==> src/rtl/sampler_pkg.sv <==
// Shared types and helpers for the candidate sampler.
// Holds the FSM state set, the LFSR tap mask and beat sizing.
package sampler_pkg;

  typedef enum logic [2:0] {
    S_IDLE  = 3'd0,
    S_FILL  = 3'd1,
    S_CHECK = 3'd2,
    S_OFFER = 3'd3,
    S_DONE  = 3'd4
  } state_e;

  localparam logic [31:0] LFSR_MASK = 32'h8020_0003;

  function automatic int fill_beats(input int w);
    return (w + 31) / 32;
  endfunction

  function automatic logic [31:0] lfsr_step(
    input logic [31:0] x
  );
    logic [31:0] r;
    r = x >> 1;
    if (x[0]) r = r ^ LFSR_MASK;
    return r;
  endfunction

endpackage

==> src/rtl/lfsr32.sv <==
// 32-bit Galois LFSR with seed load and step enable.
// A zero seed is replaced by DEF_SEED so the LFSR never locks up.
module lfsr32
  import sampler_pkg::*;
#(
  parameter logic [31:0] DEF_SEED = 32'h0000_0001
) (
  input  logic        clk,
  input  logic        rst_n,
  input  logic        load,
  input  logic [31:0] seed,
  input  logic        step,
  output logic [31:0] q
);

  logic [31:0] q_q;
  logic [31:0] q_d;

  // next state: load wins over step
  always_comb begin
    q_d = q_q;
    if (load) begin
      q_d = (seed == 32'h0) ? DEF_SEED : seed;
    end else if (step) begin
      q_d = lfsr_step(q_q);
    end
  end

  // state register
  always_ff @(posedge clk or negedge rst_n) begin
    if (!rst_n) q_q <= DEF_SEED;
    else        q_q <= q_d;
  end

  assign q = q_q;

endmodule

==> src/rtl/candidate_sampler.sv <==
// Rejection sampler: fills random candidates from an LFSR,
// keeps those the external checker accepts, streams them out.
module candidate_sampler
  import sampler_pkg::*;
#(
  parameter int          VEC_W     = 394,
  parameter int          MAX_TRIES = 1024,
  parameter logic [31:0] DEF_SEED  = 32'h0000_0001
) (
  input  logic             clk,
  input  logic             rst_n,
  input  logic             start,
  input  logic             seed_load,
  input  logic [31:0]      seed,
  input  logic [15:0]      num_samples,
  output logic [VEC_W-1:0] cand_o,
  input  logic             sat_i,
  output logic             sample_valid,
  input  logic             sample_ready,
  output logic [VEC_W-1:0] sample_data,
  output logic             busy,
  output logic             done,
  output logic             timeout,
  output logic [31:0]      tries_cnt,
  output logic [15:0]      hits_cnt
);

  localparam int FILL_BEATS = fill_beats(VEC_W);
  localparam logic [15:0] LAST_BEAT =
    16'(FILL_BEATS - 1);
  localparam logic [31:0] MAX_T = 32'(MAX_TRIES);

  state_e           state_q, state_d;
  logic [VEC_W-1:0] cand_q, cand_d;
  logic [15:0]      beat_q, beat_d;
  logic [31:0]      tries_q, tries_d;
  logic [15:0]      hits_q, hits_d;
  logic [31:0]      fail_q, fail_d;
  logic [15:0]      num_q, num_d;
  logic             to_q, to_d;

  logic             lfsr_load;
  logic             lfsr_step_en;
  logic [31:0]      lfsr_q;

  lfsr32 #(
    .DEF_SEED (DEF_SEED)
  ) u_lfsr (
    .clk   (clk),
    .rst_n (rst_n),
    .load  (lfsr_load),
    .seed  (seed),
    .step  (lfsr_step_en),
    .q     (lfsr_q)
  );

  // FSM next state and datapath updates
  always_comb begin
    state_d      = state_q;
    cand_d       = cand_q;
    beat_d       = beat_q;
    tries_d      = tries_q;
    hits_d       = hits_q;
    fail_d       = fail_q;
    num_d        = num_q;
    to_d         = to_q;
    lfsr_load    = 1'b0;
    lfsr_step_en = 1'b0;
    unique case (state_q)
      S_IDLE: begin
        lfsr_load = seed_load;
        if (start) begin
          tries_d = 32'h0;
          hits_d  = 16'h0;
          fail_d  = 32'h0;
          to_d    = 1'b0;
          beat_d  = 16'h0;
          num_d   = num_samples;
          state_d = (num_samples == 16'h0) ?
                    S_DONE : S_FILL;
        end
      end
      S_FILL: begin
        // beat shifted in is the LFSR's new value
        lfsr_step_en = 1'b1;
        cand_d = {cand_q[VEC_W-33:0],
                  lfsr_step(lfsr_q)};
        beat_d = beat_q + 16'd1;
        if (beat_q == LAST_BEAT) begin
          beat_d  = 16'h0;
          state_d = S_CHECK;
        end
      end
      S_CHECK: begin
        if (tries_q != 32'hFFFF_FFFF)
          tries_d = tries_q + 32'd1;
        if (sat_i) begin
          fail_d  = 32'h0;
          state_d = S_OFFER;
        end else begin
          fail_d = fail_q + 32'd1;
          if (fail_q + 32'd1 >= MAX_T) begin
            to_d    = 1'b1;
            state_d = S_DONE;
          end else begin
            state_d = S_FILL;
          end
        end
      end
      S_OFFER: begin
        if (sample_ready) begin
          hits_d  = hits_q + 16'd1;
          state_d = (hits_q + 16'd1 == num_q) ?
                    S_DONE : S_FILL;
        end
      end
      S_DONE: begin
        state_d = S_IDLE;
      end
      default: begin
        state_d = S_IDLE;
      end
    endcase
  end

  // state and datapath registers
  always_ff @(posedge clk or negedge rst_n) begin
    if (!rst_n) begin
      state_q <= S_IDLE;
      cand_q  <= '0;
      beat_q  <= 16'h0;
      tries_q <= 32'h0;
      hits_q  <= 16'h0;
      fail_q  <= 32'h0;
      num_q   <= 16'h0;
      to_q    <= 1'b0;
    end else begin
      state_q <= state_d;
      cand_q  <= cand_d;
      beat_q  <= beat_d;
      tries_q <= tries_d;
      hits_q  <= hits_d;
      fail_q  <= fail_d;
      num_q   <= num_d;
      to_q    <= to_d;
    end
  end

  assign cand_o       = cand_q;
  assign sample_data  = cand_q;
  assign sample_valid = (state_q == S_OFFER);
  assign busy         = (state_q == S_FILL)  ||
                        (state_q == S_CHECK) ||
                        (state_q == S_OFFER);
  assign done         = (state_q == S_DONE);
  assign timeout      = to_q;
  assign tries_cnt    = tries_q;
  assign hits_cnt     = hits_q;

endmodule
==> config.mk <==
export PLATFORM = sky130hd
export DESIGN_NAME = candidate_sampler
export DESIGN_NICKNAME = d
export VERILOG_FILES = /design/src/rtl/sampler_pkg.sv /design/src/rtl/lfsr32.sv /design/src/rtl/candidate_sampler.sv
export SDC_FILE = /design/constraint.sdc
export NUM_CORES = 1
export LEC_CHECK = 0
export CORE_AREA = 2 2 345 347
export DETAILED_ROUTE_END_ITERATION = 16
export DIE_AREA = 0 0 347 349
export GPL_TIMING_DRIVEN = 0
export SLEW_MARGIN = 20
export SYNTH_ARGS = -nofsm -noshare
export SYNTH_HDL_FRONTEND = slang
export SYNTH_SLANG_ARGS = --single-unit
==> constraint.sdc <==
create_clock -name clk -period 3.65 [get_ports clk]
set_input_delay 0.73 -clock clk [delete_from_list [all_inputs] [get_ports clk]]
set_output_delay 0.73 -clock clk [all_outputs]
set_load 0.03 [all_outputs]
==> results.yml <==
power_and_ir_drop:
  ir_drop_uv: 583
  netSwitchingFraction_pct: 49.3
  pwr_density_cell_nw_per_um2: 1050
  seq_power_share_pct: 27.9
  pint_mw: 20.8
  power.net_switching_mw: 20.2
  p_leak_nw: 18.6
  power.clock.fraction_pct: 16.5
  combPwrFrac_pct: 55.6
  totalPowerFinal_mw: 41.0
yosys:
  synth_enable_flop_cells: 0
  synth-adder-area-share_pct: 0.241
  synth.lib_cells_used.distinct: 65
  synth_top_family_by_area: "simple AND/OR/NAND/NOR gates"
  post_synth_mux_area_share_pct: 1.35
  ys_warn_count: 0
  yosys.area_share.xor_xnor_pct: 2.02
  netlist_area_um2: 26000
  yosysTopAreaCell: "sky130_fd_sc_hd__dfrtp_1"
  postSynth.asyncResetShare_pct: 100
  synth_fp_nets: 3094
  share_of_the_synthesized_area_in_compound_gates_ao_oa_aoi_oai_pct: 5.07
  postSynthCellCount: 3035
  synth-main-ff-cell: "sky130_fd_sc_hd__dfrtp_1"
  synth_seq_area_share_pct: 52.2
  synth.top_cells.by_area: "sky130_fd_sc_hd__dfrtp_1 (52%), sky130_fd_sc_hd__nand2_1 (19%), sky130_fd_sc_hd__buf_4 (11%)"
  synth-simple-area-share_pct: 25.3
  post_synth.cell_area_avg_um2: 8.56
  synth.ff_latch_count: 542
  netlist.area_leader.share_pct: 52.1
global_routing:
  groute.usage.overall_pct: 20.3
  grt_pass1_wl_um: 178000
  antenna_violations_before_repair: 12
  grt_pass1_vias: 23700
  grt.overflow.total: 0
  largest_net_degree_at_the_start_of_global_routing: 93
detailed_routing:
  vias_per_cell: 4.38
  detailroute.wirelength.met3_um: 8310
  detail_route.first_pass.iterations: 7
  wl_met1_um: 52000
  wirelength_um: 127000
  met2_wirelength_um: 60900
  detail_route.wl_per_cell_um: 22.7
  drc_errors: 0
  routed.top_layer: "met4"
  total_number_of_vias: 24500
  drtAntennaViolNets: 0
  drt_iter0_drc: 1989
die:
  core.rowCount: 126
  initial_core_util_pct: 22.1
  core_area_um2: 117000
  die_area_um2: 121000
  io_pins: 894
  chipWidth_um: 347
  dieHeight_um: 349
timing:
  grt_setup_unrepaired: "false"
  slew_headroom_pct: 26.5
  post-route-min-period_ns: 3.36
  setup_total_negative_slack_ns: 0
  finClkSkew_ns: 0.0288
  layout_worst_path_cycle_share_pct: 92.0
  setup_viol_count_final: 0
  report.final.slew_viol_count: 0
  final_hold_violating_endpoints: 0
  smallest_hold_slack_ns: 0.119
  timing.fmax_mhz: 298
  max_slew.worst_pin.slew_ns: 1.09
clock_network:
  ctsHoldBuffers: 0
  postCtsResizedCells: 0
  clock_tree.root_cell: "sky130_fd_sc_hd__clkbuf_16"
  clkSlewWorstSetupHoldPaths_ns: 0.06
  h-tree-depth: 3
  cts.repair_timing.setup_buffer_count: 0
  clock_tree.buffer_depth: 3
  tritoncts: "yes"
  cts_inserted_buffers: 66
  clk-insertion-delay-late_ns: 0.63
  cts_sink_cnt: 542
min_path:
  min-delay-path-class: "input port to asynchronous set/reset pin"
cells_and_area:
  fillers: 12200
  final_layout_size_suffix_gt1_share_pct: 13.3
  final_cell_count_no_fill: 5587
  most_common_library_cell_in_the_layout_ignoring_fill_and_taps: "sky130_fd_sc_hd__nand2_1"
  area_growth_pct: 51.1
  regArea_um2: 13600
  multi_input_comb_area_um2: 8820
  final_nets: 4062
  most_used_cells_in_the_layout_excluding_fill_and_tap_cells: "sky130_fd_sc_hd__nand2_1 (1327), sky130_fd_sc_hd__clkdlybuf4s50_1 (892), sky130_fd_sc_hd__dfrtp_1 (541), sky130_fd_sc_hd__buf_4 (394), sky130_fd_sc_hd__clkbuf_1 (134)"
  final_core_utilization_pct: 33.4
place:
  place.detailed.hpwl_um: 101000
  routabilityCongestion: 0.898
  buffer_ports.inserted: 893
  placed_insts: 5471
setup_path:
  crit_chain: "clkbuf_1, nor2_1, nand2_1, clkbuf_2, clkbuf_1, nand2_1, nand2_1"
  cpPeakStageDelay_ns: 0.79
  regToRegSetupSlack_ns: 0.29
  worst_setup_path_start_kind: "flop"
  path_common_cell: "sky130_fd_sc_hd__nand2_1"
  worst_setup_path_end_kind: "flop"
  r2r-start: "state_q[2]"
  worstPathArrival_ns: 3.90
  worstRegToRegCells: 7
  crit_required_ns: 4.19
  worstSetupPathType: "flop to flop"
  crit-reg2reg-capture: "cand_o[220]"
  timing.critical_path.slowest_stage_cell: "sky130_fd_sc_hd__clkbuf_1"
  largest_driver_fanout_on_the_critical_path: 11
status:
  run_status: "complete, no violations"
run:
  reported_max_cap_violation_count: 0
power groups by stage:
stage          clock network (mW)  registers (mW)  logic, mW
5_1_grt                      7.18            11.6       24.1
3_5_place_dp                    0            11.5       23.0
3_3_place_gp                    0            11.5       22.7
4_1_cts                      6.92            11.4       23.0
6_report                     6.76            11.4       22.8
2_1_floorplan                   0            12.8       9.98
layer usage:
metal / vias up / track usage, %
met5: - / 0
met4: 0 / 9.16
met3: 188 / 3.48
met2: 1100 / 34.0
li1: 11300 / -
met1: 11900 / 25.7
area by class of cell:
class	count	area share, %
inverters	14	0.134
repair buffers	900	23.3
flip-flops and latches	542	34.6
well taps	1536	4.90
clock buffers	93	4.96
plain buffers	537	9.02
multi-input cells	1942	22.5
diodes	4	0.0255
clock inverters	19	0.638
state kept, by name, summed over array words and instances, names as in the netlist:
signal	cells
num_q	16
timeout	1
beat_q	16
tries_cnt	32
hits_cnt	16
u_lfsr.q	32
fail_q	32
cand_o	394
state_q	3
kinds of logic after synthesis:
family	after synthesis
buffers and inverters	551
adder cells (fa/ha/maj)	5
AND/OR/NAND/NOR	1618
multiplexers	35
flip-flops	542
AO/OA/AOI/OAI	224
XOR/XNOR	60
critical path, delay by kind of cell (launching register included):
kind	cells	cell delay [ns]
simple gates	4	1.03
buf+inv	3	1.83
flops	1	0.35
cells in the mapped netlist (3+ instances only):
cell type and number:
sky130_fd_sc_hd__nand2_1 1327, sky130_fd_sc_hd__dfrtp_1 541, sky130_fd_sc_hd__buf_4 394, sky130_fd_sc_hd__clkbuf_1 132, sky130_fd_sc_hd__o21ai_0 122, sky130_fd_sc_hd__nor2_1 106
sky130_fd_sc_hd__nand3_1 39, sky130_fd_sc_hd__mux2i_1 35, sky130_fd_sc_hd__xnor2_1 31, sky130_fd_sc_hd__a21oi_1 29, sky130_fd_sc_hd__xor2_1 29, sky130_fd_sc_hd__nand4_1 25
sky130_fd_sc_hd__nor4_1 24, sky130_fd_sc_hd__and3_1 22, sky130_fd_sc_hd__o31ai_1 19, sky130_fd_sc_hd__a31oi_1 17, sky130_fd_sc_hd__nor3_1 16, sky130_fd_sc_hd__inv_1 14
sky130_fd_sc_hd__and4_1 13, sky130_fd_sc_hd__and2_1 9, sky130_fd_sc_hd__a22o_1 5, sky130_fd_sc_hd__ha_1 5, sky130_fd_sc_hd__o41ai_1 5, sky130_fd_sc_hd__a2111oi_0 4
sky130_fd_sc_hd__buf_2 4, sky130_fd_sc_hd__buf_6 4, sky130_fd_sc_hd__nand2b_1 4, sky130_fd_sc_hd__or2_2 4, sky130_fd_sc_hd__or3_1 4, sky130_fd_sc_hd__a21o_1 3
sky130_fd_sc_hd__buf_1 3, sky130_fd_sc_hd__o22ai_1 3
through the flow:
| stage | instance area, µm² | setup slack, ns |
|---|---|---|
| 2_1_floorplan | 26000 | 0.848 |
| 3_3_place_gp | 36800 | -23.55 |
| 3_5_place_dp | 37000 | 0.222 |
| 4_1_cts | 39200 | 0.193 |
| 5_1_grt | 39200 | 0.0767 |
| 6_report | 39200 | 0.291 |
worst max-delay path by stage:
stage,cells after the start,endpoint,start
after detailed placement,7,cand_o[214],state_q[2]
after global placement,1,cand_o[371],rst_n
after floorplan,9,state_q[2],hits_cnt[0]
after CTS,7,cand_o[220],state_q[2]
final,7,cand_o[220],state_q[2]
after global routing,7,cand_o[220],state_q[2]
Note: power is estimated with default switching activity, not from simulation.
